<file path="src/rtl/capture_sched_pkg.sv">
// Shared types and helpers for the capture scheduler: FSM state encoding, beat geometry and the
// configuration sanity check applied when a run is armed.
package capture_sched_pkg;

  typedef enum logic [2:0] {
    StIdle,
    StSetup,
    StRun,
    StRelease,
    StNext,
    StError
  } sched_state_e;

  localparam int unsigned BEAT_BYTES = 64;
  localparam int unsigned BEAT_SHIFT = 6;

  // Arguments are zero-extended to 64 bits so the check is independent of ADDR_WIDTH.
  function automatic logic cfg_bad(logic [63:0] base, logic [63:0] ring, logic [31:0] size,
                                   logic [63:0] cap_bytes);
    return (size == '0) || (cap_bytes > ring) || (base[5:0] != '0) || (ring[5:0] != '0);
  endfunction

endpackage

</file>
<file path="src/rtl/ring_addr_gen.sv">
// Ring offset and wrap counter for the capture scheduler; offers the offset the next capture
// will use so the top can register the start address on the same edge the offset advances.
module ring_addr_gen #(
  parameter int unsigned ADDR_WIDTH = 34,
  parameter int unsigned CNT_WIDTH  = 16
) (
  input  logic                  clk_i,
  input  logic                  rst_i,
  input  logic                  clear_i,
  input  logic                  advance_i,
  input  logic [ADDR_WIDTH-1:0] cap_bytes_i,
  input  logic [ADDR_WIDTH-1:0] ring_bytes_i,
  output logic [ADDR_WIDTH-1:0] next_offset_o,
  output logic [CNT_WIDTH-1:0]  wrap_count_o
);

  logic [ADDR_WIDTH-1:0] offset_q, offset_d;
  logic [CNT_WIDTH-1:0]  wrap_q, wrap_d;
  logic [ADDR_WIDTH:0]   nxt, nxt_end;
  logic                  wrap;

  // One guard bit keeps offset+2*cap_bytes from overflowing before the compare.
  always_comb begin
    nxt           = {1'b0, offset_q} + {1'b0, cap_bytes_i};
    nxt_end       = nxt + {1'b0, cap_bytes_i};
    wrap          = nxt_end > {1'b0, ring_bytes_i};
    next_offset_o = wrap ? '0 : nxt[ADDR_WIDTH-1:0];
  end

  always_comb begin
    offset_d = offset_q;
    wrap_d   = wrap_q;
    if (clear_i) begin
      offset_d = '0;
      wrap_d   = '0;
    end else if (advance_i) begin
      offset_d = next_offset_o;
      if (wrap && (wrap_q != '1)) begin
        wrap_d = wrap_q + 1'b1;
      end
    end
  end

  always_ff @(posedge clk_i) begin
    if (rst_i) begin
      offset_q <= '0;
      wrap_q   <= '0;
    end else begin
      offset_q <= offset_d;
      wrap_q   <= wrap_d;
    end
  end

  assign wrap_count_o = wrap_q;

endmodule

</file>
<file path="src/rtl/capture_scheduler.sv">
// Sequences a capture engine through back-to-back captures into a circular DDR region.
// Optional RUN watchdog enabled by defining CAPTURE_SCHED_TIMEOUT_EN.
module capture_scheduler
  import capture_sched_pkg::*;
#(
  parameter int unsigned ADDR_WIDTH     = 34,
  parameter int unsigned CNT_WIDTH      = 16,
  parameter int unsigned SETUP_CYCLES   = 4,
  parameter int unsigned TIMEOUT_CYCLES = 2**24
) (
  input  logic                  clk_stream,
  input  logic                  reset_stream,
  input  logic [ADDR_WIDTH-1:0] cfg_base_addr,
  input  logic [ADDR_WIDTH-1:0] cfg_ring_bytes,
  input  logic [31:0]           cfg_capture_size,
  input  logic [CNT_WIDTH-1:0]  cfg_num_captures,
  input  logic                  cfg_arm,
  input  logic                  cfg_abort,
  output logic                  cap_start,
  output logic [ADDR_WIDTH-1:0] cap_start_addr,
  output logic [31:0]           cap_size,
  input  logic                  cap_done,
  output logic                  sched_busy,
  output logic                  sched_done,
  output logic                  sched_error,
  output logic [CNT_WIDTH-1:0]  capture_count,
  output logic [CNT_WIDTH-1:0]  wrap_count,
  output logic                  capture_irq
);

  sched_state_e          state_q, state_d;
  logic [ADDR_WIDTH-1:0] base_q, base_d, ring_q, ring_d, cap_bytes_q, cap_bytes_d;
  logic [ADDR_WIDTH-1:0] addr_q, addr_d, arm_cap_bytes, next_offset;
  logic [31:0]           size_q, size_d;
  logic [CNT_WIDTH-1:0]  num_q, num_d, count_q, count_d;
  logic [7:0]            setup_cnt_q, setup_cnt_d;
  logic                  aborted_q, aborted_d, start_q, start_d, done_q, done_d;
  logic                  error_q, error_d, irq_q, irq_d, busy_q;
  logic                  ring_clear, ring_advance, timeout;

  assign arm_cap_bytes = ADDR_WIDTH'(cfg_capture_size) << BEAT_SHIFT;

`ifdef CAPTURE_SCHED_TIMEOUT_EN
  logic [31:0] run_cnt_q;

  always_ff @(posedge clk_stream) begin
    if (reset_stream || (state_q != StRun)) begin
      run_cnt_q <= '0;
    end else begin
      run_cnt_q <= run_cnt_q + 1'b1;
    end
  end

  assign timeout = (state_q == StRun) && !cap_done && (run_cnt_q == 32'(TIMEOUT_CYCLES - 1));
`else
  logic unused_timeout_cfg;
  assign unused_timeout_cfg = ^TIMEOUT_CYCLES;
  assign timeout            = 1'b0;
`endif

  always_comb begin
    state_d      = state_q;
    base_d       = base_q;
    ring_d       = ring_q;
    cap_bytes_d  = cap_bytes_q;
    addr_d       = addr_q;
    size_d       = size_q;
    num_d        = num_q;
    count_d      = count_q;
    setup_cnt_d  = setup_cnt_q;
    aborted_d    = aborted_q;
    start_d      = start_q;
    done_d       = done_q;
    error_d      = error_q;
    irq_d        = 1'b0;
    ring_clear   = 1'b0;
    ring_advance = 1'b0;

    unique case (state_q)
      StIdle: begin
        if (cfg_arm && !cfg_abort) begin
          base_d      = cfg_base_addr;
          ring_d      = cfg_ring_bytes;
          size_d      = cfg_capture_size;
          num_d       = cfg_num_captures;
          cap_bytes_d = arm_cap_bytes;
          count_d     = '0;
          done_d      = 1'b0;
          ring_clear  = 1'b1;
          if (cfg_bad(64'(cfg_base_addr), 64'(cfg_ring_bytes), cfg_capture_size,
                      64'(arm_cap_bytes))) begin
            state_d = StError;
            error_d = 1'b1;
          end else begin
            state_d     = StSetup;
            addr_d      = cfg_base_addr;
            setup_cnt_d = '0;
          end
        end
      end
      StSetup: begin
        if (cfg_abort) begin
          state_d = StIdle;
        end else if (setup_cnt_q == 8'(SETUP_CYCLES - 1)) begin
          state_d = StRun;
          start_d = 1'b1;
        end else begin
          setup_cnt_d = setup_cnt_q + 1'b1;
        end
      end
      StRun: begin
        // Abort outranks a coincident done: the capture is discarded.
        if (cfg_abort || cap_done) begin
          state_d   = StRelease;
          start_d   = 1'b0;
          aborted_d = cfg_abort;
        end else if (timeout) begin
          state_d = StError;
          start_d = 1'b0;
          error_d = 1'b1;
        end
      end
      StRelease: begin
        if (cfg_abort) begin
          aborted_d = 1'b1;
        end
        if (!cap_done) begin
          if (aborted_q || cfg_abort) begin
            state_d = StIdle;
          end else begin
            state_d = StNext;
            irq_d   = 1'b1;
            count_d = count_q + 1'b1;
          end
        end
      end
      StNext: begin
        if (cfg_abort) begin
          state_d = StIdle;
        end else begin
          ring_advance = 1'b1;
          if ((num_q != '0) && (count_q == num_q)) begin
            state_d = StIdle;
            done_d  = 1'b1;
          end else begin
            state_d     = StSetup;
            addr_d      = base_q + next_offset;
            setup_cnt_d = '0;
          end
        end
      end
      StError: begin
        if (cfg_abort) begin
          state_d = StIdle;
          error_d = 1'b0;
        end
      end
      default: state_d = StIdle;
    endcase
  end

  always_ff @(posedge clk_stream) begin
    if (reset_stream) begin
      state_q     <= StIdle;
      base_q      <= '0;
      ring_q      <= '0;
      cap_bytes_q <= '0;
      addr_q      <= '0;
      size_q      <= '0;
      num_q       <= '0;
      count_q     <= '0;
      setup_cnt_q <= '0;
      aborted_q   <= 1'b0;
      start_q     <= 1'b0;
      done_q      <= 1'b0;
      error_q     <= 1'b0;
      irq_q       <= 1'b0;
      busy_q      <= 1'b0;
    end else begin
      state_q     <= state_d;
      base_q      <= base_d;
      ring_q      <= ring_d;
      cap_bytes_q <= cap_bytes_d;
      addr_q      <= addr_d;
      size_q      <= size_d;
      num_q       <= num_d;
      count_q     <= count_d;
      setup_cnt_q <= setup_cnt_d;
      aborted_q   <= aborted_d;
      start_q     <= start_d;
      done_q      <= done_d;
      error_q     <= error_d;
      irq_q       <= irq_d;
      busy_q      <= (state_d != StIdle) && (state_d != StError);
    end
  end

  ring_addr_gen #(
    .ADDR_WIDTH(ADDR_WIDTH),
    .CNT_WIDTH (CNT_WIDTH)
  ) u_ring_addr_gen (
    .clk_i        (clk_stream),
    .rst_i        (reset_stream),
    .clear_i      (ring_clear),
    .advance_i    (ring_advance),
    .cap_bytes_i  (cap_bytes_q),
    .ring_bytes_i (ring_q),
    .next_offset_o(next_offset),
    .wrap_count_o (wrap_count)
  );

  assign cap_start      = start_q;
  assign cap_start_addr = addr_q;
  assign cap_size       = size_q;
  assign sched_busy     = busy_q;
  assign sched_done     = done_q;
  assign sched_error    = error_q;
  assign capture_count  = count_q;
  assign capture_irq    = irq_q;

endmodule
</file>
<file path="config.mk">
export PLATFORM = sky130hd
export DESIGN_NAME = capture_scheduler
export DESIGN_NICKNAME = d
export VERILOG_FILES = /design/src/rtl/capture_sched_pkg.sv /design/src/rtl/ring_addr_gen.sv /design/src/rtl/capture_scheduler.sv
export SDC_FILE = /design/constraint.sdc
export NUM_CORES = 1
export LEC_CHECK = 0
export CAP_MARGIN = 25
export CORE_ASPECT_RATIO = 0.9
export CORE_UTILIZATION = 50
export DETAILED_ROUTE_END_ITERATION = 6
export PLACE_DENSITY = 0.77
export SYNTH_ARGS = -nofsm -noshare
export SYNTH_HDL_FRONTEND = slang
export SYNTH_SLANG_ARGS = --single-unit
</file>
<file path="constraint.sdc">
create_clock -name clk_stream -period 10.2 [get_ports clk_stream]
set_input_delay 2.04 -clock clk_stream [delete_from_list [all_inputs] [get_ports clk_stream]]
set_output_delay 2.04 -clock clk_stream [all_outputs]
set_load 0.005 [all_outputs]
</file>
==> reports/results.ini <==
[critical_path]
cpPeakStageDelay_ns=0.47
path_max_fanout=28
criticalPathCategory=flip-flop to flip-flop
reg2reg_slack_ns=0.85
critPathMostFrequentCell=o21ai_0
worst_ep_required_time_ns=10.63
start_kind=flip-flop
critical_path.top_delay_family=compound AO/OA/AOI/OAI gates
crit_slowest_cell=a2111o_1
path_buf_inv=1
cp-end-kind=flip-flop
critPathArrivalTime_ns=9.79

[clock_tree]
cts_hold_buf=0
cts_tree=yes
cts_resized=0
clk_pin_slew_ns=0.06
cts_setup_buffers=0
clock_latency_ns=0.54
cts_num_sinks=233
cts-root-buf=clkbuf_16
htreeDepth=1
cts.path.max_buffers=3
numCtsBuffers=26

[sta]
hold_slack_ns=0.455
setup-violations-final=0
report.final.slew_viol_count=0
fin_skew_ns=0.00789
max_freq_mhz=107
fin_crit_ns=9.35
rsz0062_at_grt=no
max-slew-margin-rel_pct=32.7
hold_viol_final=0
setup_tns_ns=0
period_share_pct=91.7
tightest_slew_ns=0.984

[detailed_routing]
via_per_inst=5.75
routed_wl_um=44000
dr.pass1.iters=7
num_vias=15000
final_antenna_net_count=0
wl_per_cell_um=16.9
drc=0
first_iter_violations=1109

[yosys]
synth_fp_nets=2288
yosysWarningCount=0
synth_edf_count=0
avgSynthCellArea_um2=7.65
ys_ff_latch=233
synthArstFlopShare_pct=0
synth-seq-area-share_pct=30.4
netlist_area_um2=15400
synthCells=2007
ys_types=79
ys.flop_type=dfxtp_1

[final_layout]
final_core_util_pct=62.3
fin_area_um2=18700
final_common_cell=nand2_1
multi_input_area_um2=9990
most-common-layout-cells=nand2_1 (360), a21oi_1 (268), dfxtp_1 (233)
drive_above_1_share_pct=3.91
ff_latch_area_um2=4660
fillers=2701
area_delta_synth_final_pct=21.9
nets=2459
insertedDiodeCount=0

[floorplanning]
fp-row-count=60
die_y_um=168
die-area_um2=31400
core_um2=30000
io_pins=224
start_util_pct=51.1
die_x_um=187

[run]
drv_cap=0

[min_path]
hold_path_class=flip-flop to flip-flop

[grt]
grt_pass1_vias=13900
grt_usage_pct=27.0
grt_pass1_wl_um=69900
grt_remaining_overflow=0
antenna_found_initial=1
grt_max_degree=97

[place]
dp_hpwl_um=33100
io_buffers=223
place.gp.congestion=0.907
placed_area_um2=17800

[run_status]
status=finished clean

[pwr]
max-vdd-ir-drop_uv=120
pwr_density_cell_nw_per_um2=126
p_leak_uw=0.00781

## through the flow
stage | instances | setup WS, ns | power [uW]
2_1_floorplan | 2007 | 1.97 | 1250
3_3_place_gp | 2551 | 1.36 | 1400
3_5_place_dp | 2551 | 0.997 | 1410
4_1_cts | 2598 | 0.945 | 2360
5_1_grt | 2600 | 0.0582 | 2450
6_report | 2600 | 0.845 | 2350
## cells by family after synthesis
family          share of synthesized area [%]
fa+ha+maj                                13.2
simple gates                             23.5
buf+inv                                  4.63
flops                                    30.4
compound gates                           21.5
mux                                     0.456
xor+xnor                                 6.35
## report_power, final
part           leakage, uW  internal (uW)  total (uW)  switching, uW
Sequential         0.00189            938         963           24.8
Clock             0.000417            564         951            387
Combinational      0.00550            189         438            248
## worst min-delay path, cell delays in order (launching register included)
cell and delay (ns):
dfxtp_1 0.31, nand2_1 0.05, a21oi_1 0.05
## layer usage
metal	global-route usage, %	up-vias	routed length, um
met3	4.09	79	2690
li1	-	7404	-
met2	45.0	459	20300
met5	0	-	12
met4	8.13	2	1260
met1	36.0	7007	19700
## registers in the layout, summed over array words and instances, names as in the netlist
register	flops
base_q	34
ring_q	34
sched_busy	1
capture_irq	1
cap_size	32
u_ring_addr_gen.wrap_count_o	16
num_q	16
state_q	3
setup_cnt_q	8
capture_count	16
sched_done	1
cap_start	1
u_ring_addr_gen.offset_q	34
sched_error	1
cap_start_addr	34
aborted_q	1
## final timing paths
path	startpoint	endpoint	cells after the start
setup reg to reg	cap_size[1]	cap_start_addr[30]	40
setup / recovery	cap_size[1]	cap_start_addr[30]	40
hold reg to reg	cap_size[31]	cap_size[31]	2
hold / removal	cap_size[31]	cap_size[31]	2
## Yosys cell counts (42+ instances only)
| library cell | instances | area, um^2 |
|---|---|---|
| a21o_1 | 62 | 465 |
| a21oi_1 | 268 | 1340 |
| and3_1 | 45 | 282 |
| clkbuf_1 | 84 | 315 |
| dfxtp_1 | 233 | 4660 |
| ha_1 | 157 | 1960 |
| inv_1 | 93 | 349 |
| nand2_1 | 362 | 1360 |
| nor2_1 | 138 | 518 |
| o21ai_0 | 68 | 340 |
| xnor2_1 | 65 | 569 |
| xor2_1 | 42 | 368 |
## final cells by class
cell class,instances,share of cell area [%]
flip-flops and latches,233,24.9
multi-input cells,1589,53.4
repair buffers,235,12.5
inverters,93,1.86
well taps,403,2.69
clock inverters,10,0.595
clock buffers,37,4.02
Power figures use the tool's default switching activity.
